$ cat src/rtl/display_source_scheduler.sv
// Display/alarm source sequencer: picks gsensor or light view by button, dwell timer or alarm preemption.
// Optional macro BTN_DEBOUNCE_EN adds a stable-high debounce on btn_next.
module display_source_scheduler #(
   parameter int DWELL_CYCLES      = 50_000_000,
   parameter int ALARM_HOLD_CYCLES = 25_000_000,
   parameter int DEBOUNCE_CYCLES   = 1_000_000
) (
   input  logic       clk,
   input  logic       reset_n,
   input  logic       btn_next,
   input  logic       auto_mode,
   input  logic       gsensor_alarm,
   input  logic       light_alarm,
   output logic [1:0] select,
   output logic       buzzer_en,
   output logic       source_changed
);

   localparam int DW = (DWELL_CYCLES > 1) ? $clog2(DWELL_CYCLES) : 1;
   localparam int HW = (ALARM_HOLD_CYCLES > 1) ? $clog2(ALARM_HOLD_CYCLES) : 1;

   typedef enum logic [1:0] {NORM_G, NORM_L, ALARM_G, ALARM_L} state_t;

   state_t          state_q, state_d;
   logic            savedL_q, savedL_d;
   logic [DW-1:0]   dwellCnt_q, dwellCnt_d;
   logic [HW-1:0]   holdCnt_q, holdCnt_d;
   logic [1:0]      select_q, select_d;
   logic            buzzer_q, buzzer_d;
   logic            changed_q, changed_d;
   logic            btnEvent;

`ifdef BTN_DEBOUNCE_EN
   localparam int BW = (DEBOUNCE_CYCLES > 1) ? $clog2(DEBOUNCE_CYCLES) : 1;
   logic [BW-1:0] debCnt_q, debCnt_d;
   logic          debDone_q, debDone_d;

   // The press fires once when the stable-high run completes; debDone blocks repeats until release.
   always_comb begin
      debCnt_d  = debCnt_q;
      debDone_d = debDone_q;
      btnEvent  = 1'b0;
      if (!btn_next) begin
         debCnt_d  = '0;
         debDone_d = 1'b0;
      end else if (!debDone_q) begin
         if (debCnt_q == BW'(DEBOUNCE_CYCLES - 1)) begin
            btnEvent  = 1'b1;
            debDone_d = 1'b1;
            debCnt_d  = '0;
         end else begin
            debCnt_d = debCnt_q + 1'b1;
         end
      end
   end

   always_ff @(posedge clk or negedge reset_n) begin
      if (!reset_n) begin
         debCnt_q  <= '0;
         debDone_q <= 1'b0;
      end else begin
         debCnt_q  <= debCnt_d;
         debDone_q <= debDone_d;
      end
   end
`else
   logic btnPrev_q;

   assign btnEvent = btn_next & ~btnPrev_q;

   always_ff @(posedge clk or negedge reset_n) begin
      if (!reset_n) btnPrev_q <= 1'b0;
      else          btnPrev_q <= btn_next;
   end
`endif

   // Next-state logic; counters default to 0 so they only advance where explicitly kept.
   always_comb begin
      state_d    = state_q;
      savedL_d   = savedL_q;
      dwellCnt_d = '0;
      holdCnt_d  = '0;
      case (state_q)
         NORM_G, NORM_L: begin
            if (gsensor_alarm) begin
               state_d  = ALARM_G;
               savedL_d = (state_q == NORM_L);
            end else if (light_alarm) begin
               state_d  = ALARM_L;
               savedL_d = (state_q == NORM_L);
            end else if (btnEvent) begin
               state_d = (state_q == NORM_G) ? NORM_L : NORM_G;
            end else if (auto_mode) begin
               if (dwellCnt_q == DW'(DWELL_CYCLES - 1))
                  state_d = (state_q == NORM_G) ? NORM_L : NORM_G;
               else
                  dwellCnt_d = dwellCnt_q + 1'b1;
            end
         end
         ALARM_G: begin
            if (!gsensor_alarm) begin
               if (holdCnt_q == HW'(ALARM_HOLD_CYCLES - 1)) begin
                  if (light_alarm) state_d = ALARM_L;
                  else             state_d = savedL_q ? NORM_L : NORM_G;
               end else begin
                  holdCnt_d = holdCnt_q + 1'b1;
               end
            end
         end
         ALARM_L: begin
            if (gsensor_alarm) begin
               state_d = ALARM_G;
            end else if (!light_alarm) begin
               if (holdCnt_q == HW'(ALARM_HOLD_CYCLES - 1))
                  state_d = savedL_q ? NORM_L : NORM_G;
               else
                  holdCnt_d = holdCnt_q + 1'b1;
            end
         end
         default: state_d = NORM_G;
      endcase

      select_d  = (state_d == NORM_L || state_d == ALARM_L) ? 2'd1 : 2'd0;
      buzzer_d  = (state_d == ALARM_G || state_d == ALARM_L);
      changed_d = (select_d != select_q);
   end

   always_ff @(posedge clk or negedge reset_n) begin
      if (!reset_n) begin
         state_q    <= NORM_G;
         savedL_q   <= 1'b0;
         dwellCnt_q <= '0;
         holdCnt_q  <= '0;
         select_q   <= 2'd0;
         buzzer_q   <= 1'b0;
         changed_q  <= 1'b0;
      end else begin
         state_q    <= state_d;
         savedL_q   <= savedL_d;
         dwellCnt_q <= dwellCnt_d;
         holdCnt_q  <= holdCnt_d;
         select_q   <= select_d;
         buzzer_q   <= buzzer_d;
         changed_q  <= changed_d;
      end
   end

   assign select         = select_q;
   assign buzzer_en      = buzzer_q;
   assign source_changed = changed_q;

endmodule

$ cat config.mk
export PLATFORM = sky130hd
export DESIGN_NAME = display_source_scheduler
export DESIGN_NICKNAME = d
export VERILOG_FILES = /design/src/rtl/display_source_scheduler.sv
export SDC_FILE = /design/constraint.sdc
export NUM_CORES = 1
export LEC_CHECK = 0
export CORE_UTILIZATION = 55
export CTS_CLUSTER_SIZE = 20
export DETAILED_ROUTE_END_ITERATION = 12
export GPL_ROUTABILITY_DRIVEN = 0
export PLACE_DENSITY = 0.73
export SLEW_MARGIN = 20
export SYNTH_ARGS = -nofsm -noshare
export SYNTH_HDL_FRONTEND = slang
export SYNTH_SLANG_ARGS = --single-unit
export TNS_END_PERCENT = 20
$ cat constraint.sdc
create_clock -name clk -period 3.6 [get_ports clk]
set_clock_uncertainty 0.2 [all_clocks]
set_input_delay 0.72 -clock clk [delete_from_list [all_inputs] [get_ports clk]]
set_output_delay 0.72 -clock clk [all_outputs]
set_load 0.05 [all_outputs]
# After elaboration in Yosys (flattened, before gate mapping)
# Cells that the tools add are included.
dict set report totals {
  inputBits 6
  reg_bits 58
  elab_cells 55
  out_inout_bits 4
}
dict set report op_classes {
  reduce_logical 6
  eq_ne 9
  mux 28
  bitwise 2
  addsub 2
}
# op count
set op_table {}
lappend op_table {{two-way mux 26 bit} 6}
lappend op_table {{two-way mux 25 bit} 4}
lappend op_table {{case mux 25 bit (2 select lines)} 1}
lappend op_table {{adder 26 x 1 -> 26 bit (second input constant)} 1}
lappend op_table {{equality test 26 bit (second input constant)} 1}
lappend op_table {{adder 25 x 1 -> 25 bit (second input constant)} 1}
lappend op_table {{equality test 25 bit (second input constant)} 1}
lappend op_table {{two-way mux 2 bit} 11}
lappend op_table {{equality test 2 bit (second input constant)} 4}
lappend op_table {{case mux 2 bit (3 select lines)} 1}
lappend op_table {{two-way mux 1 bit} 5}
lappend op_table {{equality test 2 x 1 -> 1 bit (second input constant)} 2}
lappend op_table {{logical NOT 2 bit} 1}
lappend op_table {{logical OR 1 bit} 2}
lappend op_table {{AND reduction 2 bit} 1}
lappend op_table {{nonzero test 2 bit} 1}
lappend op_table {{OR reduction 2 bit} 1}
lappend op_table {{AND 1 bit} 1}
lappend op_table {{!= test 1 bit} 1}
lappend op_table {{NOT 1 bit} 1}

# Longest topological paths before layout
dict set report logic_depth {
  ltp_word 12
  mapped_depth 8
  mapped_depth_nobuf 7
}

# Least setup slack after synthesis
# Ideal clock, no wire load.
dict set report synth_path {
  kind {register to register}
  start {register dwellCnt_q[0]}
  end {register dwellCnt_q[10]}
  path_stages_with_launch 9
  setup_ns 0.071
  path_buffers 2
  setup_slack_ns 1.307
  period_less_slack_ns 2.293
  arrival_ns 2.021
  cell_sequence {dfrtp_1 > ha_1 > and4_1 > nand3_2 > nor4_1 > or4b_2 > buf_2 > buf_2 > nor2_1}
}
dict set report synth_between {
  elab_chain_cells 7
  word_cells_on_any_way 8
  cone_classes {add/sub (1); eq/ne (1); mux (6)}
}
# element line_no
set synth_lines {}
lappend synth_lines {{from (decl)} 26} ;# logic [DW-1:0] dwellCnt_q, dwellCnt_d;
lappend synth_lines {{from (signal assigned)} 140} ;# dwellCnt_q <= dwellCnt_d;
lappend synth_lines {{adder 26 x 1 -> 26 bit or equality test 26 bit (tied branches)} {97, 94}}
lappend synth_lines {{two-way mux 26 bit (*)} 94} ;# if (dwellCnt_q == DW'(DWELL_CYCLES - 1))
lappend synth_lines {{two-way mux 26 bit (*)} 93} ;# end else if (auto_mode) begin
lappend synth_lines {{two-way mux 26 bit (*)} 91} ;# end else if (btnEvent) begin
lappend synth_lines {{two-way mux 26 bit (*)} 88} ;# end else if (light_alarm) begin
lappend synth_lines {{two-way mux 26 bit (*)} 85} ;# if (gsensor_alarm) begin
lappend synth_lines {{two-way mux 26 bit (*)} 83} ;# case (state_q)
lappend synth_lines {{net dwellCnt_d[10]} 26}
# The timed path passes the listed nets; every way through them passes the cells marked *.
# A chain may end at the register's enable or synchronous reset.

# Worst setup path in the final report
dict set report layout_path {
  start {input port light_alarm}
  end {register dwellCnt_q[18]}
}
dict set report layout_between {
  elab_chain_cells 3
}
# element line_no
set layout_lines {}
lappend layout_lines {{from (decl)} 13} ;# input logic light_alarm,
lappend layout_lines {{two-way mux 26 bit} 88}
lappend layout_lines {{two-way mux 26 bit} 85}
lappend layout_lines {{two-way mux 26 bit} 83}
lappend layout_lines {{net dwellCnt_d[18]} 26}
# The timed path passes the listed nets, and every way through them passes these cells.

==> impl_results.md <==
- Status: finished clean
- M3 GR Usage: 0.0500
- GR Util met2: 0.324
- Setup crit end kind: flop
- Routed vias/inst: 5.26
- Worst-Margin Slew: 756 ps
- Clk pin slew, worst setup/hold paths: 60 ps
- Avg Cell Area, Syn: 9.91 µm²
- Drt first pass iters: 4
- Core Area: 4750 µm²
- Final hold vios: 0
- WL per Instance: 12.7 µm
- CTS root buf: clkbuf_8
- Cell taking the most area after synthesis: dfrtp_1
- Leakage: 1.27 nW
- Die width: 72.4 µm
- Hpwl dp: 3140 µm
- RSZ-0062 raised after global routing: false
- Post-synth top area share: 0.523
- Crit Path Class: in2reg
- CP Max Fanout: 26
- TritonCTS clock tree: done
- Synthesized instance count: 275
- FF+latch count, synth: 57
- Vias in the first global route: 1,842
- CP required: 3650 ps
- Post-synth net total: 283
- Max_slew headroom: 0.495
- Max Freq: 390 MHz
- TNS Setup: 0 ps
- Clk sink count: 57
- Detailed Route Iter0 Violations: 84
- Final net count: 297
- Initial antenna violation count: 0
- Final setup vio count: 0
- Layout area overhead: 12.6%
- Starting density of the core: 0.573
- GRT Residual Overflow: 0
- Number of top-level pins: 10
- GR Util All Layers: 0.198
- Standard-cell row count: 25
- Ys flop type: dfrtp_1
- Die area: 5240 µm²
- Worst skew pair latency: 330 ps
- Arrival @ worst endpoint: 2610 ps
- IO Port Bufs: 8
- Peak supply drop: 0.262 mV
- TritonCTS Buffers: 9
- Post-synthesis cell type count: 39
- Maxcap violations: 0
- Worst min path class: in2async
- Area post-placement: 2860 µm²
- Critical path startpoint category: input pin
- Pwr dens: 432 nW/µm²
- Final WL: 4550 µm
- DRT antenna net count: 0
- Final design area excluding fillers: 3070 µm²
- Asr flop ratio synth: 1.00
- Crit-path cells: clkdlybuf4s50_1 > nor2_1 > nand2_1 > or4b_2 > a21oi_1
- Min cycle time layout: 2560 ps
- Critical path's largest stage delay: 900 ps
- GRT busiest layer: met2
- Synth area leaders: dfrtp_1 (52%), xor2_1 (9.6%), nor2_1 (8.3%)
- Tcrit/Tclk final: 0.712
- H-Tree Depth: 3
- Post-synthesis sequential area ratio: 0.523
- Die Height: 72.4 µm
- Fillers: 393
- Layout cell share with drive strength beyond 1: 0.0887
- ANT cells: 0
- Buf+Inv Stages, Crit Path: 1
- Resized cells post-CTS: 0
- Clock tree buffer depth: 2
- Crit path max-delay family: simple AND/OR/NAND/NOR gates
- Worst path slowest cell: or4b_2
- DR DRC count: 0
- Max Transition Viols Final: 0
- Synthesized cell area: 2730 µm²
- Met1 Use GR: 0.237
- Via Count: 1,895
- Largest net degree at the start of global routing: 42
- Post-CTS setup buffers: 0
- EDFF count, synth: 0
- Hold-fix buffer count after cts: 0
- Synth warn: 0
- Global-route wire length before repair: 7820 µm
==> state kept, by name, indices dropped and copies added, names as in the netlist <==
register        count
btnPrev_q           1
buzzer_en           1
dwellCnt_q         26
holdCnt_q          25
savedL_q            1
select              1
source_changed      1
state_q             1
==> final timing paths <==
kind                                    start              to  slack (ps)  cells past startpoint
worst min register to register      select[0]  source_changed         270                      1
worst min-delay path                  reset_n   holdCnt_q[20]         100                      1
max in group asynchronous             reset_n    holdCnt_q[7]        2270                      2
worst max-delay path              light_alarm  dwellCnt_q[18]        1040                      5
worst max register to register  dwellCnt_q[0]  dwellCnt_q[18]        1060                      6
min in group clk                    select[0]  source_changed         270                      1
==> cells in the mapped netlist (all sizes together), types with 4 or more instances <==
master and number:
nor2 60, dfrtp 57, xor2 30, nand2 23, nand3 17, xnor2 15
nand4 12, buf 6, and3 5, nor4 5, a21oi 4, and4 4
or3 4
==> metal layers <==
layer | vias up | part of all wire
met5 | - | 0
met4 | 0 | 0.020
met3 | 11 | 0.022
met2 | 17 | 0.48
met1 | 914 | 0.48
li1 | 953 | -
==> per-stage QoR <==
stage,util,setup WS (ps),cells,power (mW),hold WS [ps]
finish,0.646,1040,360,1.33,97.9
global route,0.646,860,360,1.37,124
CTS,0.646,1030,360,1.34,99.4
detailed placement,0.601,675,345,0.695,258
global placement,0.601,747,345,0.695,260
floorplan,-,1310,275,0.674,224
==> logic make-up (layout without fill, tap and decap cells) <==
family	after synthesis	in the layout	share of synthesized area
other	1	1	0.00138
flip-flops	57	57	0.523
multiplexers	3	3	0.0115
buffers and inverters	9	27	0.0161
AND/OR/NAND/NOR	148	148	0.273
adder cells (fa/ha/maj)	2	2	0.00918
AO/OA/AOI/OAI	10	10	0.0207
XOR/XNOR	45	45	0.145
==> where the power goes <==
group / internal, mW / switching [mW]
clock network: 0.404 / 0.238
logic: 0.0103 / 0.0249
registers: 0.644 / 0.00353
==> area by class of cell <==
type,instances,area (µm²),area share
sequential,57,1430,0.465
inverter,3,11.3,0.00367
clock buffer,12,145,0.0473
multi-input combinational,209,1250,0.409
clock inverter,3,65.1,0.0212
timing repair buffer,9,82.6,0.0269
tap,67,83.8,0.0273
==> cells in the final DEF (no fill, tap or decap), types with 2 or more instances in the layout <==
cell type and count:
and3_1 5, bufinv_16 2, xor2_1 30, nor2_1 60, or3_1 2, mux2i_1 2
clkbuf_8 10, o22ai_1 2, nand3_1 15, nor2b_1 2, nand3_2 2, dfrtp_1 57
nand4_1 12, nor4_1 5, nand2_1 23, and4_1 3, clkdlybuf4s50_1 7, a21oi_1 4
nor3_1 3, xnor2_1 15, inv_1 3, o21ai_0 3, ha_1 2, clkbuf_1 2
nand2b_1 3
==> worst register-to-register path, stage by stage, from the launching register on <==
cell and delay, ps:
dfrtp_1 400, ha_1 250, and4_1 230, nand3_2 120, nor4_1 90, or4b_2 930, a21oi_1 230
Note: power is estimated with default switching activity, not from simulation.
